`src/rtl/wave_trigger_capture.sv`:
```
`default_nettype none
// ============================================================================
//  Module      : wave_trigger_capture
//  Description : Sample-tick generator, 12->10 bit decimation with optional x3
//                zoom, and rising mid-scale trigger that frames DEPTH samples
//                with column addresses for the waveform display memory.
//  Revision    : 1.0 - initial release
// ============================================================================
module wave_trigger_capture #(
    parameter int CLK_DIV = 5000,
    parameter int DEPTH   = 1280,
    parameter int HYST    = 16,
    parameter int TIMEOUT = 2560
) (
    input  logic        clk,
    input  logic        reset,
    input  logic [11:0] mic_in,
    input  logic        mic_valid,
    input  logic        freeze,
    input  logic        zoom,
    output logic        sample_tick,
    output logic [9:0]  wave_sample,
    output logic [10:0] wave_addr,
    output logic        wave_valid,
    output logic        frame_start,
    output logic        triggered
);

    localparam int c_DIV_W = (CLK_DIV > 1) ? $clog2(CLK_DIV) : 1;
    localparam int c_TO_W  = (TIMEOUT > 1) ? $clog2(TIMEOUT) : 1;

    localparam logic [c_DIV_W-1:0] c_DIV_LAST  = c_DIV_W'(CLK_DIV - 1);
    localparam logic [c_TO_W-1:0]  c_TO_LAST   = c_TO_W'(TIMEOUT - 1);
    localparam logic [10:0]        c_ADDR_LAST = 11'(DEPTH - 1);
    localparam logic [9:0]         c_TRIG_LO   = 10'(512 - HYST);
    localparam logic [9:0]         c_TRIG_HI   = 10'(512 + HYST);

    typedef enum logic [1:0] {
        ST_ARM  = 2'd0,
        ST_LOW  = 2'd1,
        ST_RUN  = 2'd2,
        ST_HOLD = 2'd3
    } state_t;

    state_t              r_state;
    state_t              w_state_nxt;
    logic [c_DIV_W-1:0]  r_div;
    logic [9:0]          r_hold;
    logic [c_TO_W-1:0]   r_timeout;
    logic [c_TO_W-1:0]   w_to_nxt;
    logic [10:0]         r_col;
    logic [10:0]         w_col_nxt;
    logic [10:0]         w_emit_addr;
    logic                w_emit;
    logic                w_trig_load;
    logic                w_trig_val;
    logic [9:0]          w_s;
    logic signed [12:0]  w_gain;
    logic [9:0]          w_z;
    logic [1:0]          w_unused_lsb;

    assign sample_tick  = (r_div == c_DIV_LAST);
    assign w_unused_lsb = mic_in[1:0];

    // A strobe coinciding with the tick feeds that tick directly.
    assign w_s    = mic_valid ? mic_in[11:2] : r_hold;
    assign w_gain = 13'sd3 * ($signed({3'b000, w_s}) - 13'sd512) + 13'sd512;

    always_comb begin
        w_z = w_s;
        if (zoom) begin
            if (w_gain < 13'sd0) begin
                w_z = 10'd0;
            end else if (w_gain > 13'sd1023) begin
                w_z = 10'd1023;
            end else begin
                w_z = w_gain[9:0];
            end
        end
    end

    always_ff @(posedge clk) begin
        if (reset) begin
            r_state <= ST_ARM;
        end else begin
            r_state <= w_state_nxt;
        end
    end

    always_comb begin
        w_state_nxt = r_state;
        w_emit      = 1'b0;
        w_emit_addr = r_col;
        w_col_nxt   = r_col;
        w_to_nxt    = r_timeout;
        w_trig_load = 1'b0;
        w_trig_val  = 1'b0;
        if (sample_tick) begin
            case (r_state)
                ST_ARM, ST_LOW: begin
                    // Saturate so a freeze at the last count cannot wrap it.
                    if (r_timeout != c_TO_LAST) begin
                        w_to_nxt = r_timeout + 1'b1;
                    end
                    if (freeze) begin
                        w_state_nxt = ST_HOLD;
                    end else if (r_timeout == c_TO_LAST) begin
                        w_trig_load = 1'b1;
                        w_trig_val  = 1'b0;
                    end else if (r_state == ST_LOW && w_z >= c_TRIG_HI) begin
                        w_trig_load = 1'b1;
                        w_trig_val  = 1'b1;
                    end else if (r_state == ST_ARM && w_z < c_TRIG_LO) begin
                        w_state_nxt = ST_LOW;
                    end
                    // The sample that starts a frame is itself column 0.
                    if (w_trig_load) begin
                        w_state_nxt = ST_RUN;
                        w_emit      = 1'b1;
                        w_emit_addr = 11'd0;
                        w_col_nxt   = 11'd1;
                        w_to_nxt    = '0;
                    end
                end
                ST_RUN: begin
                    w_emit = 1'b1;
                    if (r_col == c_ADDR_LAST) begin
                        w_col_nxt   = 11'd0;
                        w_state_nxt = freeze ? ST_HOLD : ST_ARM;
                    end else begin
                        w_col_nxt = r_col + 11'd1;
                    end
                end
                ST_HOLD: begin
                    if (!freeze) begin
                        w_state_nxt = ST_ARM;
                    end
                end
                default: begin
                    w_state_nxt = ST_ARM;
                end
            endcase
        end
    end

    always_ff @(posedge clk) begin
        if (reset) begin
            r_div       <= '0;
            r_hold      <= '0;
            r_timeout   <= '0;
            r_col       <= '0;
            wave_valid  <= 1'b0;
            frame_start <= 1'b0;
            wave_sample <= '0;
            wave_addr   <= '0;
            triggered   <= 1'b0;
        end else begin
            r_div <= sample_tick ? '0 : r_div + 1'b1;
            if (mic_valid) begin
                r_hold <= mic_in[11:2];
            end
            r_timeout   <= w_to_nxt;
            r_col       <= w_col_nxt;
            wave_valid  <= w_emit;
            frame_start <= w_emit && (w_emit_addr == 11'd0);
            if (w_emit) begin
                wave_sample <= w_z;
                wave_addr   <= w_emit_addr;
            end
            if (w_trig_load) begin
                triggered <= w_trig_val;
            end
        end
    end

endmodule
`default_nettype wire

```
`config.mk`:
```
export PLATFORM = sky130hd
export DESIGN_NAME = wave_trigger_capture
export DESIGN_NICKNAME = d
export VERILOG_FILES = /design/src/rtl/wave_trigger_capture.sv
export SDC_FILE = /design/constraint.sdc
export NUM_CORES = 1
export LEC_CHECK = 0
export CAP_MARGIN = 30
export CORE_UTILIZATION = 45
export CTS_CLUSTER_DIAMETER = 120
export DETAILED_ROUTE_END_ITERATION = 6
export HOLD_SLACK_MARGIN = 0.15
export PLACE_DENSITY = 0.66
export SKIP_LAST_GASP = 1
export SLEW_MARGIN = 5
export SYNTH_ARGS = -nofsm -noshare
export SYNTH_HDL_FRONTEND = slang
export SYNTH_SLANG_ARGS = --single-unit
```
`constraint.sdc`:
```
create_clock -name clk -period 7.2 [get_ports clk]
set_input_delay 1.8 -clock clk [delete_from_list [all_inputs] [get_ports clk]]
set_output_delay 1.8 -clock clk [all_outputs]
set_load 0.02 [all_outputs]
```
# Yosys cells after proc, flatten, opt, wreduce, memory -nomap -nowiden
# Index checks and enable logic that the tools add are counted.
[word_totals] out_inout_bits=25 input_bits=17 register_bits=72 wordCells=80
[classes] addsub=5 n_lt_le_gt_ge=4 n_reduce_logical=12 multipliers=1 n_mux=35 eq_ne=13
[ops] cell="11-bit two-way mux" count=5
[ops] cell="10-bit two-way mux" count=4
[ops] cell="12-bit two-way mux" count=2
[ops] cell="11-bit one-hot mux with 2 select lines" count=1
[ops] cell="2-bit two-way mux" count=8
[ops] cell="13-bit by 1-bit adder with 13-bit output (second input constant)" count=1
[ops] cell="13-bit by 11-bit adder with 13-bit output (second input constant)" count=1
[ops] cell="13-bit equality test (second input constant)" count=1
[ops] cell="13-bit by 11-bit greater-than comparator with 1-bit output (second input constant)" count=1
[ops] cell="13-bit by 1-bit less-than comparator with 1-bit output (second input constant)" count=1
[ops] cell="3-bit by 11-bit multiplier with 13-bit output (first input constant)" count=1
[ops] cell="1-bit two-way mux" count=13
[ops] cell="12-bit by 1-bit adder with 12-bit output (second input constant)" count=1
[ops] cell="12-bit equality test (second input constant)" count=1
[ops] cell="12-bit != test (second input constant)" count=1
[ops] cell="4-bit by 3-bit != test with 1-bit output (second input constant)" count=3
[ops] cell="11-bit by 1-bit adder with 11-bit output (second input constant)" count=1
[ops] cell="11-bit equality test (second input constant)" count=1
[ops] cell="11-bit zero test" count=1
[ops] cell="10-bit by 10-bit subtractor with 11-bit output (second input constant)" count=1
[ops] cell="10-bit greater-or-equal comparator (second input constant)" count=1
[ops] cell="10-bit by 9-bit less-than comparator with 1-bit output (second input constant)" count=1
[ops] cell="2-bit one-hot mux with 3 select lines" count=1
[ops] cell="3-bit AND reduction" count=2
[ops] cell="10 further kinds" count=16

# Depth between registers and ports, before layout
# Gate-level depths: netlist of run 1.
[depth] depth_word=20 depth_mapped=18 ltp_nobuf=16

# Worst setup path before layout of run 1
# Ideal clock, no wire load.
[synth_timing] path_type="input -> register" startpoint="input mic_valid" endpoint="register wave_sample[9]" required_time_ns=7.072 arrival_time_ns=5.501 setup_slack_ns=1.572 setup_ns=0.128 n_path_buf=2 path_stages=17 cell_sequence="buf_4 -> mux2i_1 -> inv_1 -> ha_1 -> ha_1 -> ha_1 -> fa_1 -> a211oi_2 -> o211ai_1 -> a2bb2oi_2 -> a211oi_4 -> o32ai_2 -> a21oi_2 -> o31ai_4 -> buf_6 -> mux2i_1 -> nor2_1"
[synth_via] elab_chain_cells=18 elab_cells_between_ends=19 cone_classes="add/sub (2); mul (1); order compare (3); mux (12); reduce/logical (1)"
[synth_lines] element="start: declaration" line_no="18" text="input logic mic_valid,"
[synth_lines] element="10-bit two-way mux (*)"
[synth_lines] element="named net w_s[2]" line_no="57" text="logic [9:0] w_s;"
[synth_lines] element="10-bit by 10-bit subtractor with 11-bit output" line_no="67" text="assign w_gain = 13'sd3 * ($signed({3'b000, w_s}) - 13'sd512) + 13'sd512;"
[synth_lines] element="3-bit by 11-bit multiplier with 13-bit output" line_no="67"
[synth_lines] element="13-bit by 11-bit adder with 13-bit output" line_no="67"
[synth_lines] element="13-bit by 11-bit greater-than comparator with 1-bit output" line_no="74" text="end else if (w_gain > 13'sd1023) begin"
[synth_lines] element="10-bit two-way mux" line_no="74"
[synth_lines] element="10-bit two-way mux" line_no="72" text="if (w_gain < 13'sd0) begin"
[synth_lines] element="(+3 left out)"
[synth_lines] element="1-bit two-way mux" line_no="110" text="end else if (r_state == ST_LOW && w_z >= c_TRIG_HI) begin"
[synth_lines] element="1-bit two-way mux" line_no="107" text="end else if (r_timeout == c_TO_LAST) begin"
[synth_lines] element="1-bit two-way mux" line_no="105" text="if (freeze) begin"
[synth_lines] element="1-bit two-way mux" line_no="99" text="case (r_state)"
[synth_lines] element="1-bit two-way mux" line_no="98" text="if (sample_tick) begin"
[synth_lines] element="1-bit two-way mux" line_no="117" text="if (w_trig_load) begin"
[synth_lines] element="1-bit one-hot mux with 2 select lines" line_no="99"
[synth_lines] element="1-bit two-way mux" line_no="98"
[synth_lines] element="end signal: assignment" line_no="167" text="wave_sample <= w_z;"
[synth_lines] element="end: declaration" line_no="22" text="output logic [9:0] wave_sample,"
# Mark *: on every way through the listed nets, which the timed path passes. The rest lies on a longest branch. The select of a mux whose other input is x is not followed.
# A chain may end at the register's enable or synchronous reset.

# Worst setup path after layout of run 1
[layout_timing] startpoint="input mic_valid" endpoint="register wave_addr[2]"
[layout_via] elab_chain_cells=18 elab_cells_between_ends=22 cone_classes="add/sub (2); mul (1); order compare (3); mux (15); reduce/logical (1)"
[layout_lines] element="10-bit two-way mux (*)"
[layout_lines] element="named net w_s[2]" line_no="57"
[layout_lines] element="10-bit by 10-bit subtractor with 11-bit output" line_no="67"
[layout_lines] element="3-bit by 11-bit multiplier with 13-bit output" line_no="67"
[layout_lines] element="13-bit by 11-bit adder with 13-bit output" line_no="67"
[layout_lines] element="13-bit by 11-bit greater-than comparator with 1-bit output" line_no="74"
[layout_lines] element="10-bit two-way mux" line_no="74"
[layout_lines] element="10-bit two-way mux" line_no="72"
[layout_lines] element="(+3 left out)"
[layout_lines] element="1-bit two-way mux (*)" line_no="110"
[layout_lines] element="1-bit two-way mux (*)" line_no="107"
[layout_lines] element="1-bit two-way mux (*)" line_no="105"
[layout_lines] element="1-bit two-way mux (*)" line_no="99"
[layout_lines] element="1-bit two-way mux (*)" line_no="98"
[layout_lines] element="1-bit two-way mux or 11-bit two-way mux (tied branches)" line_no="117"
[layout_lines] element="1-bit one-hot mux with 2 select lines or 11-bit two-way mux (tied branches)" line_no="99"
[layout_lines] element="1-bit two-way mux or 11-bit two-way mux (tied branches)" line_no="98"
[layout_lines] element="end signal: assignment" line_no="168" text="wave_addr <= w_emit_addr;"
[layout_lines] element="end: declaration" line_no="23" text="output logic [10:0] wave_addr,"
# Marked as above.

==> results of run 1 <==
[per-layer routing]
metal  vias up  share of wire [%]  GRT usage [%]
met4         0                1.6          7.348
met3        14                3.8          4.263
li1       1713                  -              -
met1      1609                 48          25.86
met5         -                  0              0
met2        80                 47          33.04
[how the worst max path moves through the flow]
stage                   start                          end  slack, ns  cells past startpoint
detailed placement  mic_valid    wave_addr[8]$_SDFFE_PP0P_       0.41                     16
CTS                 mic_valid    wave_addr[1]$_SDFFE_PP0P_       0.76                     17
floorplan           mic_valid  wave_sample[9]$_SDFFE_PP0P_       1.57                     17
global placement    mic_valid    wave_addr[8]$_SDFFE_PP0P_       0.45                     16
finish              mic_valid    wave_addr[2]$_SDFFE_PP0P_       0.81                     17
global route        mic_valid        r_col[7]$_SDFFE_PP0P_       0.55                     16
[layout make-up]
| class | count | area, um2 |
|---|---|---|
| Sequential cell | 72 | 1441 |
| Tap cell | 108 | 135.1 |
| Clock buffer | 10 | 137.6 |
| Clock inverter | 5 | 81.33 |
| Multi-Input combinational cell | 340 | 2434 |
| Inverter | 24 | 90.09 |
| Fill cell | 804 | 3966 |
| Timing Repair Buffer | 44 | 435.4 |
[state kept, by name, summed over array words and instances, names as in the netlist]
name	cells
r_col	11
wave_sample	10
triggered	1
wave_valid	1
r_state	2
r_div	13
r_timeout	12
r_hold	10
wave_addr	11
frame_start	1
[critical path, cell delays in order]
cell	delay, ns
clkdlybuf4s50_1	0.67
mux2i_1	0.40
inv_1	0.11
ha_1	0.31
ha_1	0.30
ha_1	0.26
fa_1	0.43
a211oi_2	0.34
o211ai_1	0.16
a2bb2oi_2	0.25
a211oi_4	0.09
o32ai_2	0.33
a21oi_2	0.14
o31ai_4	0.45
buf_4	0.27
nor2_4	0.08
a22o_1	0.24
[cells in the mapped netlist (6+ instances only)]
master | number | share of area, %
a211o_1 | 9 | 1.9
a21oi_1 | 17 | 2.1
a22o_1 | 11 | 2.4
clkbuf_1 | 10 | 0.92
dfxtp_1 | 72 | 35
ha_1 | 29 | 8.9
inv_1 | 24 | 2.2
mux2_2 | 6 | 1.7
mux2i_1 | 8 | 2.0
nand2_1 | 29 | 2.7
nand3_1 | 17 | 2.1
nor2_1 | 68 | 6.3
nor2b_1 | 6 | 0.92
nor3_1 | 14 | 1.7
o21ai_0 | 6 | 0.74
o41ai_1 | 7 | 1.5
xnor2_1 | 10 | 2.2
xor2_1 | 16 | 3.4
[where the power goes]
| group | internal [mW] | switching (mW) | total (mW) |
|---|---|---|---|
| Clock | 0.203 | 0.157 | 0.360 |
| Sequential | 0.403 | 0.00207 | 0.405 |
| Combinational | 0.0659 | 0.0913 | 0.157 |
| Total | 0.671 | 0.251 | 0.922 |
[layout by cell type, fill, tap and decap left out, drive strengths merged, types with 6 or more instances in the layout]
cell type and count:
dfxtp 72, nor2 69, clkdlybuf4s50 38, nand2 31
ha 29, inv 24, a21oi 18, nand3 17
xor2 16, nor3 14, a22o 11, xnor2 10
clkbuf 10, a211o 9, a211oi 9, mux2i 8
o41ai 8, o21ai 7, mux2 6, nor2b 6
o211ai 6, buf 6
[through the flow]
stage                     cells  total power [mW]  utilization [%]  setup WS (ns)  cell area [um2]
after floorplan             454            0.5342                -          1.572             4065
after CTS                   602            0.9271            54.29         0.7629             4735
final                       603            0.9216            54.52         0.8139             4755
after global placement      587            0.5663            51.78         0.4496             4516
after global routing        603            0.9644            54.52         0.5498             4755
after detailed placement    587            0.5677            51.78         0.4064             4516
[cell families (layout without fill, tap and decap cells)]
group / after synthesis / in the layout
AND/OR/NAND/NOR: 168 / 168
AO/OA/AOI/OAI: 102 / 102
flip-flops: 72 / 72
buffers and inverters: 42 / 83
adder cells (fa/ha/maj): 30 / 30
XOR/XNOR: 26 / 26
multiplexers: 14 / 14
==> results.json, run 1 <==
{
  "critPathLaunchType": "primary input",
  "antenna_found_initial": 0,
  "dpl.hpwl_mm": 6.531,
  "worstSetupEndpointType": "flop",
  "finalWeightedCongestion": 0.8248,
  "synthMuxAreaShare_pct": 3.632,
  "post_drt_wl_per_cell_um": 14.80,
  "vias_per_cell": 5.665,
  "synth_adder_area_share_pct": 9.418,
  "syn_area_per_cell_um2": 8.954,
  "drt-initial-drc-count": 105,
  "r2r-start": "r_hold[2]$_SDFF_PP0_",
  "antenna_cells": 0,
  "drtPass1Iterations": 4,
  "criticalPathCategory": "primary input to flop",
  "initial_utilization_pct": 46.61,
  "grt_pass1_wl_mm": 15.45,
  "synthToLayoutAreaGrowth_pct": 16.96,
  "num_rows": 34,
  "synth_xor_area_share_pct": 5.602,
  "synth_top_family_by_area": "compound AO/OA/AOI/OAI gates",
  "synth_warnings": 0,
  "r2r_slack_ns": 2.74,
  "grt_remaining_overflow": 0,
  "worst_hold_path_type": "flop to flop",
  "timing.final.crit_share_pct": 88.70,
  "io_buffers": 39,
  "grt_max_degree": 50,
  "post-route-drc-count": 0,
  "syn_inst": 454,
  "yosysSeqAreaShare_pct": 35.46,
  "die_x_um": 97.05,
  "rr_worst_depth": 16,
  "die_area_um2": 9418,
  "synth_compound_area_share_pct": 21.64,
  "tns_ns": 0,
  "rr_endpoint": "wave_addr[2]$_SDFFE_PP0P_",
  "grt_use_total_pct": 20.09,
  "clk_latency_ns": 0.35,
  "ctsResizeCount": 0,
  "ios": 42,
  "min_from": "r_div[0]$_SDFF_PP0_",
  "post-route-min-period_ns": 6.386,
  "clockBufferDepth": 2,
  "ir_drop_uv": 94.37,
  "fmax_mhz": 156.6,
  "rsz0062_at_grt": "no",
  "synthSimpleGateAreaFrac_pct": 19.58,
  "drt_wl_total_mm": 8.922,
  "worstPathRequired_ns": 7.44,
  "synth_edf_count": 0,
  "cp_max_fo": 10,
  "cts_tree": "yes",
  "hold_buffers": 0,
  "holdWs_ns": 0.4466,
  "syn-num-nets": 501,
  "crit_arrival_ns": 6.63,
  "max_cap_violations": 0,
  "die_y_um": 97.05,
  "clk_pin_slew_ns": 0.07,
  "hold_path_depth": 1,
  "grt_pass1_vias": 3282,
  "ant_nets": 0,
  "worstMarginPinSlew_ns": 0.7847,
  "ys_types": 71,
  "status": "finished clean",
  "holdPathEnd": "r_div[0]$_SDFF_PP0_",
  "async_flop_share_pct": 0,
  "slew_headroom_pct": 47.28,
  "htree_levels": 3,
  "syn_area_um2": 4065,
  "design.core.area_um2": 8721,
  "drive_gt1_share_pct": 10.30,
  "power-per-cell-area_nw_per_um2": 193.8,
  "nNetsFinal": 538,
  "num_vias": 3416,
  "cts.sinks": 72,
  "finalMaxSlewViolations": 0,
  "synth.ff_latch_count": 72,
  "synth_ff_type": "dfxtp_1",
  "root_buffer": "clkbuf_8",
  "hold_viol": 0,
  "setup_viol": 0,
  "worst_clock_skew_ns": 0.008351,
  "cts_setup_buffers": 0,
  "p_leak_nw": 1.796,
  "cts_buffers": 9
}
No activity file was read; power rests on OpenSTA's default activity.
==> run 2, diff against run 1 <==
--- a/config.mk
+++ b/config.mk
@@ -5,7 +5,6 @@
 export SDC_FILE = /design/constraint.sdc
 export NUM_CORES = 1
 export LEC_CHECK = 0
-export CAP_MARGIN = 30
 export CORE_UTILIZATION = 45
 export CTS_CLUSTER_DIAMETER = 120
 export DETAILED_ROUTE_END_ITERATION = 6
==> run 2 against run 1 <==
Against the previous run: clock skew is essentially flat; cell count shrank 0.17%; total power is essentially flat.
==> results.json, run 2 (synthesis gave the netlist of run 1 again) <==
{
  "status": "finished clean",
  "slew_headroom_pct": 35.78,
  "grt_remaining_overflow": 0,
  "crit_arrival_ns": 6.67,
  "drtPass1Iterations": 4,
  "mostFrequentLayoutCell": "dfxtp_1",
  "worst_clock_skew_ns": 0.008682,
  "ir_drop_uv": 93.98,
  "grtUsageMet2_pct": 33.04,
  "fmax_mhz": 155.6,
  "reg_top3": "r_div: 13 flops, r_timeout: 12 flops",
  "clk_latency_ns": 0.36,
  "post_dp_cell_area_um2": 4516,
  "largest_reg_flops": 13,
  "worst_hold_path_type": "flop to flop",
  "cts_tree": "yes",
  "timing.final.crit_share_pct": 89.24,
  "worstSetupEndpointType": "flop",
  "antenna_cells": 0,
  "p_leak_nw": 1.787,
  "ios": 42,
  "htree_levels": 3,
  "post-route-drc-count": 0,
  "antenna_found_initial": 0,
  "n_fill_cell": 806,
  "cts_buffers": 9,
  "worstPathRequired_ns": 7.45,
  "hold_path_depth": 1,
  "seq_area_um2": 1441,
  "met1_usage_pct": 25.86,
  "rsz0062_at_grt": "no",
  "clockBufferDepth": 2,
  "final_cell_mix": "72 x dfxtp_1, 68 x nor2_1, 38 x clkdlybuf4s50_1, 29 x nand2_1, 29 x ha_1",
  "io_buffers": 39,
  "setup_viol": 0,
  "worstMarginPinSlew_ns": 0.9634,
  "grt_util_met3_pct": 4.263,
  "ant_nets": 0,
  "grt_pass1_vias": 3282,
  "hold_buffers": 0,
  "multi_input_area_um2": 2434,
  "dpl.hpwl_mm": 6.531,
  "critPathLaunchType": "primary input",
  "num_rows": 34,
  "max_cap_violations": 0,
  "post_drt_wl_per_cell_um": 14.78,
  "tns_ns": 0,
  "initial_utilization_pct": 46.61,
  "hold_viol": 0,
  "finalPower_uw": 920.8,
  "busiest_layer": "met2",
  "finalWeightedCongestion": 0.8248,
  "cts.sinks": 72,
  "grt_pass1_wl_mm": 15.45,
  "root_buffer": "clkbuf_8",
  "die_y_um": 97.05,
  "cp_max_fo": 10,
  "design.core.area_um2": 8721,
  "ctsResizeCount": 0,
  "drt-initial-drc-count": 108,
  "clk_pin_slew_ns": 0.07,
  "drt_wl_total_mm": 8.896,
  "die_area_um2": 9418,
  "cts_setup_buffers": 0,
  "die_x_um": 97.05,
  "nNetsFinal": 537,
  "vias_per_cell": 5.650,
  "num_vias": 3401,
  "rr_worst_depth": 16,
  "synthToLayoutAreaGrowth_pct": 16.47,
  "fin_util_pct": 54.29,
  "finalMaxSlewViolations": 0,
  "drive_gt1_share_pct": 10.12,
  "post-route-min-period_ns": 6.425,
  "power-per-cell-area_nw_per_um2": 194.5,
  "grt_max_degree": 50,
  "final_area_um2": 4735,
  "criticalPathCategory": "primary input to flop",
  "top_register": "r_div",
  "grt_use_total_pct": 20.09
}
run 2: cell type report:
type,instances,area share (%)
Clock buffer,10,2.907
Clock inverter,5,1.718
Inverter,24,1.903
Multi-Input combinational cell,340,51.40
Sequential cell,72,30.44
Tap cell,108,2.854
Timing Repair Buffer,43,8.774
run 2: critical path, cell delays in order:
cell and delay [ns]:
clkdlybuf4s50_1 0.67, mux2i_1 0.40, inv_1 0.11, ha_1 0.31
ha_1 0.30, ha_1 0.26, fa_1 0.43, a211oi_2 0.34
o211ai_1 0.16, a2bb2oi_2 0.25, a211oi_4 0.09, o32ai_2 0.33
a21oi_2 0.14, o31ai_4 0.45, buf_4 0.27, nor2_4 0.08
a22o_1 0.27
run 2: where the power goes:
| group | switching [mW] | internal, mW |
|---|---|---|
| logic | 0.0907 | 0.0648 |
| registers | 0.00207 | 0.403 |
| clock network | 0.158 | 0.203 |
run 2: worst paths after layout:
| check | endpoint | from | slack (ns) |
|---|---|---|---|
| worst max-delay path | wave_addr[2]$_SDFFE_PP0P_ | mic_valid | 0.77 |
| worst min-delay path | r_div[0]$_SDFF_PP0_ | r_div[0]$_SDFF_PP0_ | 0.45 |
| worst max register to register | wave_addr[2]$_SDFFE_PP0P_ | r_hold[2]$_SDFF_PP0_ | 2.70 |
| worst min register to register | r_div[0]$_SDFF_PP0_ | r_div[0]$_SDFF_PP0_ | 0.45 |
run 2: routing by layer:
| layer | part of all wire [%] | vias to the layer above | routed length [um] |
|---|---|---|---|
| met2 | 48 | 67 | 4249 |
| li1 | - | 1707 | - |
| met4 | 1.3 | 0 | 114 |
| met3 | 3.7 | 13 | 325 |
| met1 | 47 | 1614 | 4207 |
| met5 | 0 | - | 0 |
run 2: metrics by stage:
stage,setup WS [ns],hold slack (ns),instances
detailed placement,0.4064,0.4380,587
floorplan,1.572,0.4176,454
finish,0.7745,0.4466,602
global route,0.5282,0.4863,602
CTS,0.7629,0.4522,602
global placement,0.4496,0.4322,587
